===== config.mk =====
export PLATFORM = sky130hd
export DESIGN_NAME = multi_rate_divider
export DESIGN_NICKNAME = d
export VERILOG_FILES = /design/src/rtl/multi_rate_divider.sv
export SDC_FILE = /design/constraint.sdc
export NUM_CORES = 1
export LEC_CHECK = 0
export CAP_MARGIN = 25
export CORE_MARGIN = 2
export CORE_UTILIZATION = 40
export DETAILED_ROUTE_END_ITERATION = 10
export PLACE_DENSITY = 0.62
export SKIP_LAST_GASP = 1
export SLEW_MARGIN = 30
export SYNTH_ARGS = -nofsm -noshare
export SYNTH_HDL_FRONTEND = slang
export SYNTH_SLANG_ARGS = --single-unit
export TNS_END_PERCENT = 5

===== constraint.sdc =====
create_clock -name CLK -period 4.8 [get_ports CLK]
set_clock_uncertainty 0.1 [all_clocks]
set_input_delay 0.96 -clock CLK [delete_from_list [all_inputs] [get_ports CLK]]
set_output_delay 0.96 -clock CLK [all_outputs]
set_load 0.05 [all_outputs]

===== src/rtl/multi_rate_divider.sv =====
// NUM_CH independent 50%-duty clock dividers with tick strobes and glitch-free runtime
// half-period reprogramming. Define DIV_PHASE_SYNC_EN to add the sync phase-restart input.
module multi_rate_divider #(
  parameter int unsigned NUM_CH       = 4,
  parameter int unsigned CNT_W        = 22,
  parameter int unsigned DEFAULT_HALF = 3333333
) (
  input  logic              CLK,
  input  logic              RST,
  input  logic [NUM_CH-1:0] ch_en,
  input  logic              cfg_wr,
  input  logic [3:0]        cfg_ch,
  input  logic [CNT_W-1:0]  cfg_half,
`ifdef DIV_PHASE_SYNC_EN
  input  logic              sync,
`endif
  output logic [NUM_CH-1:0] div_clk,
  output logic [NUM_CH-1:0] tick,
  output logic [NUM_CH-1:0] cfg_pending
);

  localparam logic [CNT_W-1:0] RESET_HALF = CNT_W'(DEFAULT_HALF);

  logic sync_req;

`ifdef DIV_PHASE_SYNC_EN
  assign sync_req = sync;
`else
  assign sync_req = 1'b0;
`endif

  for (genvar i = 0; i < NUM_CH; i++) begin : g_ch
    localparam logic [3:0] CH_IDX = 4'(i);

    logic [CNT_W-1:0] cnt;
    logic [CNT_W-1:0] cnt_next;
    logic [CNT_W-1:0] half;
    logic [CNT_W-1:0] half_next;
    logic [CNT_W-1:0] nxt;
    logic [CNT_W-1:0] nxt_next;
    logic [CNT_W-1:0] term;
    logic             pend;
    logic             pend_next;
    logic             div;
    logic             div_next;
    logic             tck;
    logic             tck_next;
    logic             at_term;
    logic             wr_hit;
    logic             boundary;

    // A pending half-period is only ever swapped in at an interval boundary (terminal
    // count, disable or sync), so the counter can never sit above the new terminal value.
    always_comb begin
      term      = (half == '0) ? '0 : half - CNT_W'(1);
      at_term   = (cnt == term);
      wr_hit    = cfg_wr && (cfg_ch == CH_IDX);
      cnt_next  = cnt;
      half_next = half;
      nxt_next  = nxt;
      pend_next = pend;
      div_next  = div;
      tck_next  = 1'b0;
      boundary  = 1'b0;

      if (!ch_en[i] || sync_req) begin
        cnt_next = '0;
        div_next = 1'b0;
        boundary = 1'b1;
      end else if (at_term) begin
        cnt_next = '0;
        div_next = ~div;
        tck_next = 1'b1;
        boundary = 1'b1;
      end else begin
        cnt_next = cnt + CNT_W'(1);
      end

      if (boundary && pend) begin
        half_next = nxt;
        pend_next = 1'b0;
      end

      // A write landing on a boundary cycle queues behind the value applied there.
      if (wr_hit) begin
        nxt_next  = cfg_half;
        pend_next = 1'b1;
      end
    end

    always_ff @(posedge CLK) begin
      if (RST) begin
        cnt  <= '0;
        half <= RESET_HALF;
        nxt  <= RESET_HALF;
        pend <= 1'b0;
        div  <= 1'b0;
        tck  <= 1'b0;
      end else begin
        cnt  <= cnt_next;
        half <= half_next;
        nxt  <= nxt_next;
        pend <= pend_next;
        div  <= div_next;
        tck  <= tck_next;
      end
    end

    assign div_clk[i]     = div;
    assign tick[i]        = tck;
    assign cfg_pending[i] = pend;
  end

endmodule


### Yosys cells after proc, flatten, opt, wreduce, memory -nomap -nowiden

Cells that the tools add are included.

* bits in registers: 276
* logic and storage cells: 92
* bits of input ports: 33
* output and inout bits: 12

* add/sub/neg operators: 8
* reductions and logical operators: 25
* eq/ne operators: 7
* bitwise logic cells: 8
* multiplexer cells: 20

Operator list (count)
* 22-bit by 1-bit adder with 22-bit output, second input constant: 4
* 22-bit == test: 4
* 22-bit zero test: 4
* 22-bit two-way mux: 4
* 22-bit by 1-bit subtractor with 22-bit output, second input constant: 4
* 1-bit two-way mux: 16
* 3-bit OR reduction: 4
* 4-bit by 2-bit == test with 1-bit output, second input constant: 2
* 1-bit logical AND: 8
* 1-bit inverter: 8
* 2-bit nonzero test: 4
* 2-bit OR reduction: 4
* 4-bit by 1-bit == test with 1-bit output, second input constant: 1
* 4-bit zero test: 1

### Depth between registers and ports, before layout

Gate-level depths: netlist of run 1.

* depth in word-level cells: 8
* depth in mapped cells: 15
* depth with buffers taken out: 11

### Worst setup path before layout of run 1

Ideal clock, no wire load.

* path type: reg2reg
* start point: register g_ch[2].half[0]
* end point: register g_ch[2].half[10]
* required time: 4.628 ns
* buffers on the path: 4
* setup slack: 1.251 ns
* period minus slack after synthesis: 3.549 ns
* data arrival time: 3.377 ns
* stages on the path, launching flop included: 16
* library setup time: 0.072 ns
* cells stage by stage: dfxtp_1 clkbuf_1 inv_1 ha_1 nor4b_4 and4_1 and2_1 clkbuf_1 a211oi_1 a2111oi_0 o2111ai_1 nor4_2 o21a_1 buf_2 buf_4 mux2i_1

* cells in the longest elaborated chain, start to end: 6
* elaborated cells on any way between the ends: 7
* those cells by class: 1 x add/sub; 1 x eq/ne; 3 x mux; 2 x reduce/logical

Ends and longest elaborated chain
* start: declaration: RTL line 37 `logic [CNT_W-1:0] half;`
* start signal: assignment: RTL line 101 `half <= half_next;`
* 22-bit by 1-bit subtractor with 22-bit output / 22-bit zero test (equally long branches): RTL line 55 `term = (half == '0) ? '0 : half - CNT_W'(1);`
* 22-bit two-way mux (*): RTL line 55
* 22-bit == test (*): RTL line 56 `at_term = (cnt == term);`
* 1-bit two-way mux (*): RTL line 70 `end else if (at_term) begin`
* 1-bit two-way mux (*): RTL line 66 `if (!ch_en[i] || sync_req) begin`
* 1-bit logical AND (*): RTL line 79 `if (boundary && pend) begin`

Mark *: on every way between the ends. The rest lies on a longest branch, timed or not.
A chain may end at the register's enable or synchronous reset.

### Final worst setup path of run 1

* start point: register g_ch[2].half[11]
* end point: register g_ch[2].half[6]

Same word-level chain as after synthesis.

==> results of run 1 <==
## registers in the layout (all words and copies together), names as in the netlist
| register | flops |
|---|---|
| g_ch.cnt | 88 |
| g_ch.half | 88 |
| g_ch.nxt | 88 |
| g_ch.div | 4 |
| g_ch.pend | 4 |
| g_ch.tck | 4 |
## layout make-up
| class | instances | area [sq um] | area share |
|---|---|---|---|
| inverter | 49 | 185 | 0.0107 |
| multi-input combinational | 1557 | 9320 | 0.539 |
| clock buffer | 41 | 893 | 0.0517 |
| tap | 518 | 648 | 0.0375 |
| sequential | 276 | 5530 | 0.320 |
| antenna | 1 | 2.50 | 0.000145 |
| clock inverter | 13 | 106 | 0.00615 |
| timing repair buffer | 67 | 611 | 0.0353 |
## path summary, 6_finish.rpt
path / end / slack (ps)
setup / recovery: g_ch[2].half[6]$_SDFFE_PP1P_ / 450
hold reg to reg: g_ch[2].nxt[13]$_SDFFE_PP0P_ / 360
setup reg to reg: g_ch[2].half[6]$_SDFFE_PP1P_ / 450
hold / removal: g_ch[2].nxt[13]$_SDFFE_PP0P_ / 360
## metrics by stage
step,cells,area (sq um),total power [mW],hold slack (ps),util
global route,2521,17300,5.02,371,0.446
global placement,2467,16300,2.56,344,0.420
floorplan,2039,15700,2.48,332,-
detailed placement,2467,16300,2.57,347,0.420
finish,2522,17300,4.86,355,0.446
CTS,2521,17300,4.92,356,0.446
## Yosys cell counts, types with 23 or more instances
| cell | n |
|---|---|
| nor2_1 | 228 |
| a21oi_1 | 78 |
| o21ai_0 | 24 |
| and3_1 | 36 |
| inv_1 | 48 |
| nand3_1 | 133 |
| xnor2_1 | 89 |
| xor2_1 | 75 |
| a31oi_1 | 27 |
| clkbuf_1 | 104 |
| o211ai_1 | 46 |
| nor4_1 | 31 |
| nand2_1 | 281 |
| nor3_1 | 100 |
| mux2i_1 | 38 |
| nand4_1 | 52 |
| or3_1 | 35 |
| nor3b_1 | 23 |
| dfxtp_1 | 276 |
## logic make-up after synthesis
group / share of synthesized area
DFF: 0.351
muxes: 0.0263
AOI/OAI and AO/OA: 0.136
and+or+nand+nor: 0.329
xor gates and xnor gates: 0.0943
buffers and inverters: 0.0565
adders and majority gates: 0.00637
## worst max-delay path, stage by stage, from the launching register on
cell       delay (ps)
dfxtp_1           370
nor3_1            650
nand3_1           430
or4_1             590
a31o_2            260
a2111oi_0         330
o2111ai_1         260
nor4_2            510
o21a_1            160
buf_4             340
mux2i_1           230
## routing by layer
metal | track usage | wire length, microns | vias to the layer above
met1 | 0.298 | 21200 | 6746
li1 | - | - | 7109
met2 | 0.329 | 18800 | 354
met5 | 0 | 0 | -
met3 | 0.0305 | 2300 | 77
met4 | 0.0704 | 1450 | 0
## report_power, final
group	internal, mW	switching, mW
clock network	1.35	0.986
registers	2.31	0.0173
logic	0.0561	0.133
total	3.72	1.14
==> results.txt, run 1 <==
outcome: complete, no violations
largest net degree at the start of global routing: 79
Startpoint Class: register
drt first pass iters: 6
Seq/Total Area, Yosys: 0.351
Synthesis Warnings: 0
Resized Gates After CTS: 0
top cell type's share of synthesized area: 0.351
MaxCap Viol Count: 0
actual slew at the worst max-slew pin: 957 ps
initial cell density of the core: 0.406
layout cells sized above 1: 0.0574
wire per inst: 17.3 microns
CP required: 5200 ps
Antenna Violating Nets Remaining: 0
Yosys reg bits: 276
Crit Path Max Fanout: 22
Crit. Startpoint: g_ch[2].half[11]$_SDFFE_PP1P_
Residual DRC: 0
leading cell type in the layout, fill and taps excluded: nand2_1
reg2reg start: g_ch[2].half[11]$_SDFFE_PP1P_
worst slack, placed: 514 ps
crit end category: register
first-pass GRT wire length: 71,600 microns
height of the die: 202 microns
FILL cells: 3,952
Avg Cell Area, Syn: 7.71 sq um
Fmax achieved: 230 MHz
Hold Vio Cnt, Final: 0
most frequent cells in the layout: nand2_1 (281), dfxtp_1 (276), nor2_1 (228)
maximum buffer depth of the clock tree: 3
core area: 38,700 sq um
hold path startpoint: g_ch[2].nxt[13]$_SDFFE_PP0P_
Num CTS Buffers: 31
Worst Path Arrival: 4750 ps
leak pwr: 5.71 nW
Final Max Tran Viols: 0
CTS tree: yes
die width: 202 microns
worst hold-check path type: reg2reg
fin nets: 2,023
Synth area leader: dfxtp_1
EDFF count, synth: 0
hold_buf cts: 0
Yosys cell types: 83
H-tree depth: 1
synthesized area: 15,700 sq um
routed vias: 14,300
Remaining Overflow, GRT: 0
relative slew slack: 0.360
TNS Setup: 0 ps
Final Setup Violations: 0
hold depth: 2
DP HPWL: 30,700 microns
largest cells by area after synthesis: dfxtp_1 (35%), nand2_1 (6.7%), nor2_1 (5.4%)
Sinks on Clock Net: 276
Final Critical Period: 4350 ps
setup bufs post-CTS: 0
die area: 40,900 sq um
initial antenna violation count: 1
top_reg_cell synth: dfxtp_1
DRT iter0 DRCs: 1,088
area grow syn2layout: 9.94%
Worst Reg-to-Reg Cells: 10
Synth async-reset ratio: 0
IO Count: 45
power density over cell area: 281 nW/um^2
buffer type at the clock tree root: clkbuf_16
worst vdd ir: 0.245 mV
Synth Net Count: 2,080
clock slew at reported path FFs: 60 ps
routed vias/inst: 5.66
Crit Path Category: reg2reg
RSZ-0062 raised after global routing: no
PnR worst setup slack: 448 ps
drt total wl: 43,700 microns
port bufs: 44
fin crit share: 0.907
vias in the first global route: 13,300
Clk Latency, worst-skew pair: 580 ps
Std-Cell Rows: 72
Tot GR Track Use: 0.211
Mapped Cells: 2,039
global placer's final weighted congestion: 0.923
No activity file was read; power rests on OpenSTA's default activity.
==> inputs of run 2 (changes only) <==
--- a/config.mk
+++ b/config.mk
@@ -6,7 +6,7 @@
 export NUM_CORES = 1
 export LEC_CHECK = 0
 export CAP_MARGIN = 25
-export CORE_MARGIN = 2
+export CORE_MARGIN = 4
 export CORE_UTILIZATION = 40
 export DETAILED_ROUTE_END_ITERATION = 10
 export PLACE_DENSITY = 0.62
==> constraint.sdc (replaced) <==
create_clock -name CLK -period 5.05 [get_ports CLK]
set_clock_uncertainty 0.1 [all_clocks]
set_input_delay 1.01 -clock CLK [delete_from_list [all_inputs] [get_ports CLK]]
set_output_delay 1.01 -clock CLK [all_outputs]
set_load 0.05 [all_outputs]
==> run 2 against run 1 <==
Compared with the run above:
- maximum frequency is essentially flat
- global-route usage shrank 1.4 points
- via count grew 0.33%
- worst setup slack gained 250 ps
- critical path depth grew 2
- die area grew 4.0%
- register-to-register slack gained 250 ps
- critical endpoint is now g_ch[0].half[0]$_SDFFE_PP1P_
- total power shrank 2.1%
- first-iteration DRC count shrank 4.6%
==> results.txt, run 2 (synthesis gave the netlist of run 1 again) <==
Pint: 3.71 mW
Buf+Inv Stages, Crit Path: 2
TNS Setup: 0 ps
placed insts: 2,463
die area: 42,500 sq um
placed cell area: 16,300 sq um
Residual DRC: 0
initial cell density of the core: 0.406
fin crit share: 0.862
RSZ-0062 raised after global routing: no
Antenna Violating Nets Remaining: 0
reg2reg start: g_ch[0].half[0]$_SDFFE_PP1P_
top flop regs: g_ch.cnt x88, g_ch.half x88, g_ch.nxt x88
Comb power frac: 0.037
relative slew slack: 0.400
Reg power frac: 0.465
hold slack: 357 ps
power density over cell area: 274 nW/um^2
clock group share of total power: 0.497
Worst path slowest cell: or4b_1
H-tree depth: 1
leak pwr: 5.71 nW
drt total wl: 42,900 microns
port bufs: 44
CP required: 5350 ps
most frequent cells in the layout: nand2_1 (281), dfxtp_1 (275), nor2_1 (228)
Startpoint Class: register
Largest stage delay, worst path: 670 ps
hold depth: 2
routed vias/inst: 5.69
largest net degree at the start of global routing: 100
IO Count: 45
Resized Gates After CTS: 0
height of the die: 206 microns
Crit Path Category: reg2reg
Final Setup Violations: 0
hold_buf cts: 0
Sinks on Clock Net: 276
global placer's final weighted congestion: 0.971
Top delay family on crit path: simple AND/OR/NAND/NOR gates
MaxCap Viol Count: 0
Tot GR Track Use: 0.197
ant diodes: 0
Final Critical Period: 4350 ps
Net Switching: 1.05 mW
actual slew at the worst max-slew pin: 897 ps
crit end category: register
worst slack, placed: 798 ps
wl on met1: 20,100 microns
Hold Path End: g_ch[2].nxt[1]$_SDFFE_PP0P_
routed vias: 14,300
DP HPWL: 30,400 microns
leading cell type in the layout, fill and taps excluded: nand2_1
DRT iter0 DRCs: 1,038
vias in the first global route: 13,000
Switching Share: 0.220
buffer type at the clock tree root: clkbuf_16
die width: 206 microns
Worst Reg-to-Reg Cells: 12
Std-Cell Rows: 72
layout cells sized above 1: 0.0545
post-route cell area: 17,300 sq um
Hold Vio Cnt, Final: 0
r2r setup slk: 700 ps
area grow syn2layout: 10.2%
DR WL met3: 2210 microns
maximum buffer depth of the clock tree: 3
Clk Latency, worst-skew pair: 570 ps
Crit Path Max Fanout: 15
Remaining Overflow, GRT: 0
final cell count without fillers: 2,518
core area: 38,700 sq um
initial antenna violation count: 1
met2 routed WL: 19,400 microns
first-pass GRT wire length: 69,600 microns
wire per inst: 17.0 microns
Highest Signal Layer: met5
setup bufs post-CTS: 0
RR Endpoint: g_ch[0].half[0]$_SDFFE_PP1P_
worst vdd ir: 0.261 mV
Final Max Tran Viols: 0
PnR worst setup slack: 696 ps
Fmax achieved: 230 MHz
critical path cell sequence: inv_1, ha_1, or4b_1, nor3_1, nand2_1, nor2_1, a21oi_1, or4_4, a2111oi_4, buf_4, o21a_1, o211ai_1
outcome: complete, no violations
fin nets: 2,019
Worst Path Arrival: 4650 ps
CTS tree: yes
worst hold-check path type: reg2reg
Num CTS Buffers: 31
drt first pass iters: 7
clock slew at reported path FFs: 60 ps
hold path startpoint: g_ch[2].nxt[1]$_SDFFE_PP0P_
## run 2: worst max path at each step
| stage | from | end | slack [ps] | cells past startpoint |
|---|---|---|---|---|
| 3_5_place_dp | g_ch[0].half[0]$_SDFFE_PP1P_ | g_ch[0].half[20]$_SDFFE_PP1P_ | 800 | 12 |
| 5_1_grt | g_ch[0].half[0]$_SDFFE_PP1P_ | g_ch[0].half[20]$_SDFFE_PP1P_ | 290 | 12 |
| 6_report | g_ch[0].half[0]$_SDFFE_PP1P_ | g_ch[0].half[0]$_SDFFE_PP1P_ | 700 | 12 |
| 4_1_cts | g_ch[0].half[0]$_SDFFE_PP1P_ | g_ch[0].half[0]$_SDFFE_PP1P_ | 760 | 12 |
| 3_3_place_gp | g_ch[3].half[0]$_SDFFE_PP1P_ | g_ch[3].cnt[18]$_SDFF_PP0_ | 820 | 11 |
| 2_1_floorplan | g_ch[2].half[0]$_SDFFE_PP1P_ | g_ch[2].half[10]$_SDFFE_PP1P_ | 1500 | 15 |
## run 2: cell type report
cell class | count | area (sq um)
multi-input cells | 1557 | 9320
well taps | 518 | 648
flip-flops and latches | 276 | 5530
inverters | 49 | 185
clock buffers | 39 | 826
repair buffers | 63 | 584
clock inverters | 16 | 241
fillers | 3930 | 21400
## run 2: per-layer routing
metal  track usage  up-vias
met3        0.0287       76
met4        0.0542        2
met2         0.315      370
met1         0.279     6768
met5             0        -
li1              -     7117
## run 2: through the flow
stage | power, mW | utilization
floorplan | 2.36 | -
global placement | 2.44 | 0.420
CTS | 4.82 | 0.447
finish | 4.75 | 0.447
detailed placement | 2.44 | 0.420
global route | 4.92 | 0.447
## run 2: power by group through the flow
stage	Sequential, mW	Clock, mW	Combinational, mW
2_1_floorplan	2.25	0	0.102
3_3_place_gp	2.26	0	0.176
3_5_place_dp	2.26	0	0.178
4_1_cts	2.21	2.43	0.179
5_1_grt	2.21	2.51	0.195
6_report	2.21	2.36	0.178
## run 2: worst min-delay path, stage by stage (launching register included)
cell and delay, ps:
dfxtp_1 310, nand2_1 50, a21oi_1 50
